`src/rtl/router_pkg.sv`:
```
// Shared router definitions: default datapath widths and header field helpers.
package router_pkg;

   localparam int DATA_W_DEF    = 8;
   localparam int NUM_CH_DEF    = 3;
   localparam int ADDR_W_DEF    = 2;
   localparam int LEN_W_DEF     = DATA_W_DEF - ADDR_W_DEF;
   localparam int ERR_CNT_W_DEF = 8;

   // Address field sits in the low addr_w bits of the header byte.
   function automatic logic [31:0] hdr_addr(input logic [31:0] hdr, input int addr_w);
      return hdr & ((32'd1 << addr_w) - 32'd1);
   endfunction

   // Length field is everything above the address field.
   function automatic logic [31:0] hdr_len(input logic [31:0] hdr, input int addr_w);
      return hdr >> addr_w;
   endfunction

endpackage

```
`src/rtl/router_pkt_check.sv`:
```
// Packet integrity checker: XOR parity, payload count, parity-byte capture and sticky errors.
// The err_count counter exists only when ROUTER_REG_ERR_CNT_EN is defined.
module router_pkt_check
   import router_pkg::*;
#(
   parameter int DATA_W    = DATA_W_DEF,
   parameter int ADDR_W    = ADDR_W_DEF,
   parameter int LEN_W     = DATA_W - ADDR_W,
   parameter int ERR_CNT_W = ERR_CNT_W_DEF
) (
   input  logic                 clock,
   input  logic                 resetn,
   input  logic                 pkt_valid,
   input  logic [DATA_W-1:0]    data_in,
   input  logic                 detect_add,
   input  logic                 lfd_state,
   input  logic                 ld_state,
   input  logic                 full_state,
   input  logic                 low_pkt_valid,
   input  logic                 parity_done,
   input  logic [DATA_W-1:0]    header_q,
   input  logic                 err_cnt_clr,
   output logic                 err,
   output logic                 len_err,
   output logic [ERR_CNT_W-1:0] err_count
);

   logic [DATA_W-1:0] par_q;
   logic [DATA_W-1:0] pkt_par_q;
   logic [LEN_W-1:0]  cnt;
   logic              parity_done_d;
   logic              chk;
   logic              par_mis;
   logic              len_mis;
   logic              payload_beat;

   assign payload_beat = ld_state & pkt_valid & ~full_state;
   assign chk          = parity_done & ~parity_done_d;
   assign par_mis      = (pkt_par_q != par_q);
   assign len_mis      = (cnt != LEN_W'(hdr_len(32'(header_q), ADDR_W)));

   always_ff @(posedge clock) begin
      if (!resetn) begin
         par_q <= '0;
         cnt   <= '0;
      end else if (lfd_state) begin
         par_q <= header_q;
         cnt   <= '0;
      end else if (payload_beat) begin
         par_q <= par_q ^ data_in;
         if (cnt != '1)
            cnt <= cnt + LEN_W'(1);
      end
   end

   // Only the first byte seen after pkt_valid drops is the packet's parity byte.
   always_ff @(posedge clock) begin
      if (!resetn)
         pkt_par_q <= '0;
      else if (ld_state && !pkt_valid && !low_pkt_valid)
         pkt_par_q <= data_in;
   end

   always_ff @(posedge clock) begin
      if (!resetn)
         parity_done_d <= 1'b0;
      else
         parity_done_d <= parity_done;
   end

   always_ff @(posedge clock) begin
      if (!resetn) begin
         err     <= 1'b0;
         len_err <= 1'b0;
      end else if (chk) begin
         err     <= par_mis;
         len_err <= len_mis;
      end else if (detect_add) begin
         err     <= 1'b0;
         len_err <= 1'b0;
      end
   end

`ifdef ROUTER_REG_ERR_CNT_EN
   logic [ERR_CNT_W-1:0] err_cnt_q;

   always_ff @(posedge clock) begin
      if (!resetn)
         err_cnt_q <= '0;
      else if (err_cnt_clr)
         err_cnt_q <= '0;
      else if (chk && (par_mis || len_mis) && (err_cnt_q != '1))
         err_cnt_q <= err_cnt_q + ERR_CNT_W'(1);
   end

   assign err_count = err_cnt_q;
`else
   logic unused_err_cnt_clr;

   assign unused_err_cnt_clr = err_cnt_clr;
   assign err_count          = '0;
`endif

endmodule

```
`src/rtl/router_pkt_reg.sv`:
```
// Router packet register: header latch, FFS byte, registered dout bus and packet flags.
// Optional error counter enabled by defining ROUTER_REG_ERR_CNT_EN.
module router_pkt_reg
   import router_pkg::*;
#(
   parameter int DATA_W    = DATA_W_DEF,
   parameter int NUM_CH    = NUM_CH_DEF,
   parameter int ADDR_W    = ADDR_W_DEF,
   parameter int ERR_CNT_W = ERR_CNT_W_DEF
) (
   input  logic                 clock,
   input  logic                 resetn,
   input  logic                 pkt_valid,
   input  logic [DATA_W-1:0]    data_in,
   input  logic                 fifo_full,
   input  logic                 detect_add,
   input  logic                 lfd_state,
   input  logic                 ld_state,
   input  logic                 laf_state,
   input  logic                 full_state,
   input  logic                 rst_int_reg,
   input  logic                 err_cnt_clr,
   output logic [DATA_W-1:0]    dout,
   output logic                 dout_valid,
   output logic                 parity_done,
   output logic                 low_pkt_valid,
   output logic                 err,
   output logic                 len_err,
   output logic [ADDR_W-1:0]    dest_addr,
   output logic                 addr_invalid,
   output logic [ERR_CNT_W-1:0] err_count
);

   localparam int          LEN_W    = DATA_W - ADDR_W;
   localparam logic [31:0] NUM_CH_U = 32'(NUM_CH);

   logic [DATA_W-1:0] header_q;
   logic [DATA_W-1:0] ffs_q;
   logic [31:0]       in_addr;

   assign in_addr = hdr_addr(32'(data_in), ADDR_W);

   always_ff @(posedge clock) begin
      if (!resetn) begin
         header_q     <= '0;
         dest_addr    <= '0;
         addr_invalid <= 1'b0;
      end else if (detect_add && pkt_valid) begin
         header_q     <= data_in;
         dest_addr    <= ADDR_W'(in_addr);
         addr_invalid <= (in_addr >= NUM_CH_U);
      end
   end

   // Byte that arrived while the FIFO was full; replayed in laf_state.
   always_ff @(posedge clock) begin
      if (!resetn)
         ffs_q <= '0;
      else if (ld_state && fifo_full)
         ffs_q <= data_in;
   end

   always_ff @(posedge clock) begin
      if (!resetn) begin
         dout       <= '0;
         dout_valid <= 1'b0;
      end else begin
         dout_valid <= 1'b1;
         if (lfd_state)
            dout <= header_q;
         else if (ld_state && !fifo_full)
            dout <= data_in;
         else if (laf_state)
            dout <= ffs_q;
         else
            dout_valid <= 1'b0;
      end
   end

   always_ff @(posedge clock) begin
      if (!resetn)
         low_pkt_valid <= 1'b0;
      else if (rst_int_reg)
         low_pkt_valid <= 1'b0;
      else if (ld_state && !pkt_valid)
         low_pkt_valid <= 1'b1;
   end

   // Tail is done either directly in load or after the laf replay once the source went quiet.
   always_ff @(posedge clock) begin
      if (!resetn)
         parity_done <= 1'b0;
      else if ((ld_state && !pkt_valid && !fifo_full) ||
               (laf_state && low_pkt_valid && !parity_done))
         parity_done <= 1'b1;
      else if (detect_add)
         parity_done <= 1'b0;
   end

   router_pkt_check #(
      .DATA_W    (DATA_W),
      .ADDR_W    (ADDR_W),
      .LEN_W     (LEN_W),
      .ERR_CNT_W (ERR_CNT_W)
   ) u_check (
      .clock         (clock),
      .resetn        (resetn),
      .pkt_valid     (pkt_valid),
      .data_in       (data_in),
      .detect_add    (detect_add),
      .lfd_state     (lfd_state),
      .ld_state      (ld_state),
      .full_state    (full_state),
      .low_pkt_valid (low_pkt_valid),
      .parity_done   (parity_done),
      .header_q      (header_q),
      .err_cnt_clr   (err_cnt_clr),
      .err           (err),
      .len_err       (len_err),
      .err_count     (err_count)
   );

endmodule
```
`config.mk`:
```
export PLATFORM = sky130hd
export DESIGN_NAME = router_pkt_reg
export DESIGN_NICKNAME = d
export VERILOG_FILES = /design/src/rtl/router_pkg.sv /design/src/rtl/router_pkt_check.sv /design/src/rtl/router_pkt_reg.sv
export SDC_FILE = /design/constraint.sdc
export NUM_CORES = 1
export LEC_CHECK = 0
export CAP_MARGIN = 20
export CORE_MARGIN = 3
export CORE_UTILIZATION = 40
export CTS_BUF_LIST = sky130_fd_sc_hd__clkbuf_8
export CTS_CLUSTER_DIAMETER = 120
export DETAILED_ROUTE_END_ITERATION = 7
export PLACE_DENSITY = 0.65
export SLEW_MARGIN = 10
export SYNTH_ARGS = -nofsm -noshare
export SYNTH_HDL_FRONTEND = slang
export SYNTH_SLANG_ARGS = --single-unit
```
`constraint.sdc`:
```
create_clock -name clock -period 1.5 [get_ports clock]
set_input_delay 0.375 -clock clock [delete_from_list [all_inputs] [get_ports clock]]
set_output_delay 0.375 -clock clock [all_outputs]
set_load 0.005 [all_outputs]
```
After elaboration in Yosys (flattened, before gate mapping)
Index checks and enable logic that the tools add are counted.
{"block": "classes", "addsub": 1, "order_cmp": 1, "n_eq_ne": 3, "mux": 12, "bitwise_logic": 7, "n_reduce_logical": 20}
{"operator": "$mux 8", "count": 5}
{"operator": "$logic_and 1x1->1", "count": 8}
{"operator": "$ne 8x8->1", "count": 1}
{"operator": "$xor 8x8->8", "count": 1}
{"operator": "$mux 1", "count": 7}
{"operator": "$add 6x1->6 const B", "count": 1}
{"operator": "$ne 6x6->1", "count": 1}
{"operator": "$ne 6x6->1 const B", "count": 1}
{"operator": "$reduce_bool 2->1", "count": 3}
{"operator": "$logic_not 1->1", "count": 4}
{"operator": "$reduce_or 2->1", "count": 2}
{"operator": "$and 1x1->1", "count": 3}
{"operator": "$not 1->1", "count": 3}
{"operator": "$reduce_bool 3->1", "count": 1}
{"operator": "$ge 2x2->1 const B", "count": 1}
{"operator": "$reduce_and 2->1", "count": 1}
{"operator": "$logic_or 1x1->1", "count": 1}
{"block": "word_totals", "regBits": 55, "inputBits": 19, "output_inout_bits": 24, "wordCells": 58}

Logic depth before layout (Yosys ltp)
Gate-level depths: netlist of the first run.
{"block": "depth", "ltp_word": 5, "ltp_mapped": 7, "mapped_depth_nobuf": 5}

Hierarchy
Synthesis of the first run repeated with hierarchy kept, for this count alone.
{"block": "unflattened", "hier_cells": 287, "hier_area_um2": 2588.7}
{"mod": "router_pkt_reg", "n_inst": 1, "cells_each": 144, "area_each_um2": 1295.0, "seq_area_each_um2": 560.5}
{"mod": "router_pkt_check", "n_inst": 1, "cells_each": 143, "area_each_um2": 1293.7, "seq_area_each_um2": 500.5}

Worst setup path after synthesis of the first run
OpenSTA, ideal clock, no wires.
{"block": "synth_timing", "path_kind": "input-to-reg", "start": "in fifo_full", "end": "reg dout[2]", "setup_ps": 86, "arrival_time_ps": 1199, "required_ps": 1414, "slack_ps": 216, "stages": 7, "n_path_buf": 3, "cell_sequence": "buf_6 -> nand2b_1 -> buf_6 -> buf_6 -> nand3b_1 -> o21ai_1 -> a211oi_1"}
{"block": "synth_via", "elab_chain_len": 4, "elab_cells_between_ends": 5, "cone_classes": "mux: 2; reduce/logical: 3"}
{"item": "start: declaration", "line": "router_pkt_reg.sv:15", "source": "input logic fifo_full,"}
{"item": "$logic_not 1->1 (*)", "line": "router_pkt_reg.sv:71", "source": "else if (ld_state && !fifo_full)"}
{"item": "$logic_and 1x1->1 (*)", "line": "router_pkt_reg.sv:71"}
{"item": "$mux 8", "line": "router_pkt_reg.sv:71"}
{"item": "$mux 8", "line": "router_pkt_reg.sv:69", "source": "if (lfd_state)"}
{"item": "end signal: assignment", "line": "router_pkt_reg.sv:70", "source": "dout <= header_q;"}
{"item": "end signal: assignment", "line": "router_pkt_reg.sv:72", "source": "dout <= data_in;"}
{"item": "end signal: assignment", "line": "router_pkt_reg.sv:74", "source": "dout <= ffs_q;"}
{"item": "end: declaration", "line": "router_pkt_reg.sv:23", "source": "output logic [DATA_W-1:0] dout,"}
Mark *: on every way between the ends. The rest lies on a longest branch, timed or not.
A chain may end at the register's enable or synchronous reset.

Worst setup path in the final report of the first run
{"block": "layout_timing", "start": "in fifo_full", "end": "reg dout[4]"}
Same word-level chain as after synthesis.

==> results of run 1 <==
cells in the mapped netlist:
library cell,number
nor2b_1,12
a211oi_1,10
buf_4,10
nand4_1,2
conb_1,1
nor3_2,1
xor2_1,9
a31oi_1,3
nand2b_1,1
dfxtp_1,53
nand2_1,22
a21boi_0,17
nor3b_1,2
nand3_1,18
xnor2_1,16
o21a_1,1
ha_1,1
inv_1,11
o21ai_0,17
buf_2,2
nand3b_1,9
nor3_1,2
and2_1,2
clkbuf_1,9
buf_6,3
a311oi_2,1
nor4_1,2
buf_1,2
o21ai_1,1
a21oi_1,11
nor2_1,25
mux2i_1,9
and3_1,2
nand2_2,1
metrics by stage:
stage	cell area, µm²	setup WS, ns	TNS (ns)
after global routing	3210	0.0225	0
after detailed placement	3090	-0.391	-14.37
after global placement	3090	-0.355	-13.53
after CTS	3190	0.0148	0
final	3210	0.130	0
after floorplan	2510	0.216	0
final cells by class:
class	instances	area, µm²
clock inverters	3	18.8
inverters	11	41.3
fillers	582	2750
repair buffers	72	644
well taps	75	93.8
clock buffers	5	68.8
flip-flops and latches	53	1080
multi-input cells	205	1260
sequential cells by signal, indices dropped and copies added, names as in the netlist:
| register | count |
|---|---|
| u_check.pkt_par_q | 8 |
| u_check.par_q | 8 |
| dout_valid | 1 |
| u_check.cnt | 6 |
| header_q | 7 |
| u_check.err | 1 |
| dout | 8 |
| low_pkt_valid | 1 |
| ffs_q | 8 |
| parity_done | 1 |
| dest_addr | 1 |
| addr_invalid | 1 |
| u_check.len_err | 1 |
| u_check.parity_done_d | 1 |
worst min path at each step:
stage,endpoint,start,depth (start not counted),slack (ns)
after floorplan,ffs_q[7],ffs_q[7],2,0.44
after global placement,ffs_q[6],ffs_q[6],2,0.45
after detailed placement,ffs_q[6],ffs_q[6],2,0.45
after CTS,ffs_q[6],ffs_q[6],2,0.47
after global routing,ffs_q[7],ffs_q[7],2,0.50
final,ffs_q[0],ffs_q[0],2,0.46
power by group:
part / internal, W / switching, W / total (W)
clock network: 0.000323 / 0.000467 / 0.000791
registers: 0.00148 / 0.0000465 / 0.00153
logic: 0.000244 / 0.000221 / 0.000465
what timing repair did:
item	4_1_cts	5_1_grt
setup endpoints to repair	33	14
setup buffers	2	0
pin swaps	0	4
hold endpoints to repair	0	0
gates resized for setup	32	4
tightest hold or removal path: stages (launching register included):
cell and delay, ns:
dfxtp_1 0.32, nand2_1 0.04, a21boi_0 0.06
cell families after synthesis:
| family | count (synthesis) | share of synthesized area, % |
|---|---|---|
| muxes | 9 | 3.63 |
| AOI/OAI and AO/OA | 61 | 15.7 |
| adders and majority gates | 1 | 0.504 |
| buffers and inverters | 37 | 8.11 |
| xor gates and xnor gates | 25 | 8.82 |
| DFF | 53 | 42.7 |
| and+or+nand+nor | 101 | 20.4 |
| other | 1 | 0.151 |
per-layer routing:
metal / share of wire, % / vias to the layer above
li1: - / 1077
met1: 47 / 999
met2: 46 / 71
met3: 4.3 / 16
met4: 2.3 / 0
met5: 0 / -
==> reports/qor.yml, run 1 <==
status: "complete, no violations"
synthCells: 288
area_growth_pct: 29.1
drive_gt1_share_pct: 18.6
grt-busiest-layer: "met2"
startpoint_type: "input pin"
yosys.area.top_type: "dfxtp_1"
crit_end: "dout[4]"
die_w_um: 84.8
num_antenna_cells: 0
synthTopCellsByArea: "dfxtp_1 43%, xnor2_1 5.6%, a21boi_0 5.1%"
grt_pass1_vias: 2108
fin_nets: 368
slew_violations: 0
post-route-util_pct: 53.8
r2r-end: "u_check.cnt[2]"
hold_buffers: 0
maxCapViolCount: 0
finalHoldViolCount: 0
dpl.cell_count: 414
tritoncts: "done"
antenna_found_initial: 0
critPathTopFamily: "buffers and inverters"
rrSetupSlack_ns: 0.14
cp.required_ns: 1.73
htree_levels: 2
design.core.area_um2: 5960
clk_latency_ns: 0.31
cp-end-kind: "flop"
fp-row-count: 28
p_leak_nw: 1.38
avgSynthCellArea_um2: 8.62
place.gp.congestion: 0.825
wl_um: 6120
rsz0062_at_grt: "no"
timing.final.crit_share_pct: 91.3
path_cells: "clkdlybuf4s50_1 > nand2b_1 > buf_12 > nand3b_1 > o21ai_0 > a211oi_1"
first_pass_iters: 5
drtIter0Drc: 91
max_clock_freq_ghz: 0.730
worst-path-stages: 6
cp_data_arrival_time_ns: 1.60
clockBufferDepth: 2
grt_use_met1_pct: 23.9
hold_class: "flop to flop"
drtAntennaViolNets: 0
die_area_um2: 7190
final.min_clock_period_ns: 1.37
layout_commonest_cell: "dfxtp_1"
use_met3_pct: 3.43
setup_viol_count_final: 0
path_clk_slew_ns: 0.10
vias: 2163
post_drt_wl_per_cell_um: 14.4
grtUsageMet2_pct: 29.6
yosysWarnings: 0
power_density_nw_per_um2: 868
grt_max_degree: 22
crit_path_max_fanout: 18
hpwl_um: 4540
synth_area_um2: 2480
clock-sinks: 53
drc: 0
pin_count: 43
total_power_w: 0.00278
clk_root_buffer_cell: "clkbuf_8"
skew_ns: 0.0123
path_buf_inv: 2
hold_ws_ns: 0.462
synth.distinct_cells: 34
worstSetupStartpoint: "fifo_full"
initial_core_util_pct: 41.7
io_buffer_count: 33
cp_slowest_cell: "clkdlybuf4s50_1"
gr-total-overflow: 0
grt.total_usage_pct: 18.2
cts_buffers: 5
mostFrequentLayoutCells: "39 x dfxtp_1, 36 x buf_4, 25 x nor2_1"
synth_seq_area_share_pct: 42.7
rr_worst_depth: 5
reg2reg_from: "u_check.cnt[0]"
synth_top_area_share_pct: 42.7
finalNonFillerCells: 424
routed_via_density: 5.10
worst-setup-path-type: "input pin to flop"
synth_seq_cells: 53
max_stage_delay_ns: 0.42
grt_first_pass_wirelength_um: 10400
fp.dieH_um: 84.8
ir_drop_mv: 0.417
(Power assumes the default switching activity.)
==> inputs of run 2 (changes only) <==
Settings changed: CTS_CLUSTER_SIZE set to 24.
==> results of run 2 <==
Final layout, timing and power as in run 1 (identical DEF).
==> inputs of run 3 (changes only) <==
Settings changed: CORE_ASPECT_RATIO set to 1.2.
==> run 3 against run 2 <==
  * Die area hardly changed
  * First-iteration DRC count up 23%
  * Via count fell by 4.0%
  * Setup slack worse by 0.073 ns
  * Sequential share of layout area fell by 0.32 points
  * Register-to-register slack better by 0.02 ns
  * Hold slack lost 0.0022 ns
  * Routed wire length is 3.7% lower
==> reports/qor.yml, run 3 (synthesized netlist as in run 1, its figures left out) <==
max_clock_freq_ghz: 0.693  # -5.0%
path_clk_slew_ns: 0.09  # about the same
crit_path_max_fanout: 7  # -11
status: "complete, no violations"
total_power_w: 0.00275  # -1.3%
startpoint_type: "input pin"
num_antenna_cells: 0  # unchanged
path_cells: "clkdlybuf4s50_1 > nand3b_1 > buf_4 > a211oi_1 > xnor2_1 > nor2_1"
placed_area_um2: 3110  # +0.69%
post-route-util_pct: 55.5  # +1.7 points
fillCellCount: 573  # -1.5%
fin_area_um2: 3230  # +0.74%
cp.required_ns: 1.69  # -0.04 ns
routed_via_density: 4.82  # -5.6%
clock-sinks: 53  # unchanged
crit_end: "u_check.cnt[2]"
rrSetupSlack_ns: 0.16  # +0.02 ns
antenna_found_initial: 0  # unchanged
timing.final.crit_share_pct: 96.2  # +4.8 points
first_pass_iters: 4  # -1
p_leak_nw: 1.37  # -0.30%
worstSetupStartpoint: "pkt_valid"
fp-row-count: 30  # +7.1%
pin_count: 43  # unchanged
hpwl_um: 4460  # -1.7%
cts_buffers: 5  # unchanged
design.core.area_um2: 5820  # -2.3%
area_growth_pct: 30.1
fp.dieH_um: 92.3  # +8.9%
cp-end-kind: "flop"
clk_latency_ns: 0.30  # about the same
worst-setup-path-type: "input pin to flop"
die_area_um2: 7190  # about the same
wl_um: 5900  # -3.7%
dpl.cell_count: 421  # +1.7%
die_w_um: 77.9  # -8.1%
finalHoldViolCount: 0  # unchanged
gr-total-overflow: 0  # unchanged
slew_violations: 0  # unchanged
skew_ns: 0.00557  # -0.00674 ns
hold_class: "flop to flop"
grt_pass1_vias: 1985  # -5.8%
vias: 2076  # -4.0%
grt_max_degree: 20  # -9.1%
grt.total_usage_pct: 17.2  # -0.97 points
setup_viol_count_final: 0  # unchanged
tritoncts: "done"
hold_buffers: 0  # unchanged
reg2reg_from: "u_check.cnt[1]"
drtIter0Drc: 112  # +23%
initial_core_util_pct: 42.7  # +0.99 points
cp_data_arrival_time_ns: 1.64  # +0.04 ns
cp_slowest_cell: "clkdlybuf4s50_1"
mostFrequentLayoutCells: "41 x dfxtp_1, 38 x buf_4, 24 x nor2_1"
layout_commonest_cell: "dfxtp_1"
final.min_clock_period_ns: 1.44  # +0.0726 ns
fin_nets: 370  # +0.54%
max_stage_delay_ns: 0.51  # +0.09 ns
drtAntennaViolNets: 0  # unchanged
maxCapViolCount: 0  # unchanged
power_density_nw_per_um2: 850  # -2.0%
grt_first_pass_wirelength_um: 9820  # -5.3%
clk_root_buffer_cell: "clkbuf_8"
ir_drop_mv: 0.329  # -21%
htree_levels: 2  # unchanged
rr_worst_depth: 5  # unchanged
post_drt_wl_per_cell_um: 13.7  # -5.2%
place.gp.congestion: 0.849  # +2.9%
drc: 0  # unchanged
finalNonFillerCells: 431  # +1.7%
clockBufferDepth: 2  # unchanged
io_buffer_count: 33  # unchanged
drive_gt1_share_pct: 18.8  # +0.18 points
r2r-end: "u_check.cnt[2]"
-- run 3: cell count changes in the layout (fill, tap and decap cells not counted), sizes merged --
cell           change
buf                +2
dlymetal6s2s       -1
clkdlybuf4s50      +3
inv                +2
clkinvlp           -2
dlygate4sd2        -2
-- run 3: metal layers --
layer	wire length, µm	GRT usage (%)
met1	2780	22.9
met5	0	0
met3	169	2.92
met4	112	5.83
met2	2840	28.2
-- run 3: final cells by class --
class	instances	area [µm²]	share of cell area [%]
timing repair buffer	74	659	20.4
multi-input combinational	205	1270	39.4
sequential	53	1080	33.3
tap	80	100	3.10
clock inverter	3	11.3	0.349
clock buffer	5	68.8	2.13
inverter	11	41.3	1.28
-- run 3: repair_timing --
action	4_1_cts	5_1_grt
pin swaps	0	3
setup endpoints to repair	15	17
setup buffers	2	0
resized for setup	27	8
-- run 3: per-stage QoR --
step,setup TNS (ns),setup slack (ns),hold slack [ns]
3_3_place_gp,-8.38,-0.285,0.446
4_1_cts,0,0.0131,0.463
3_5_place_dp,-9.37,-0.315,0.451
2_1_floorplan,0,0.216,0.438
6_report,0,0.0572,0.460
5_1_grt,-0.0168,-0.0116,0.490
-- run 3: worst min path at each step --
stage	start	end	slack [ns]	cells past startpoint
floorplan	ffs_q[7]	ffs_q[7]	0.44	2
global placement	ffs_q[1]	ffs_q[1]	0.45	2
detailed placement	ffs_q[6]	ffs_q[6]	0.45	2
CTS	ffs_q[6]	ffs_q[6]	0.46	2
global route	ffs_q[6]	ffs_q[6]	0.49	2
finish	ffs_q[6]	ffs_q[6]	0.46	2
-- run 3: power by group --
part           leakage, nW  switching (W)  internal (W)
clock               0.0519       0.000441      0.000313
combinational        0.881       0.000219      0.000250
sequential           0.439      0.0000448       0.00148
total                 1.37       0.000704       0.00204
-- run 3: critical path, delay by kind of cell --
family,cells,cell delay [ns]
xor gates and xnor gates,1,0.16
AOI/OAI and AO/OA,1,0.28
buffers and inverters,2,0.68
and+or+nand+nor,2,0.14
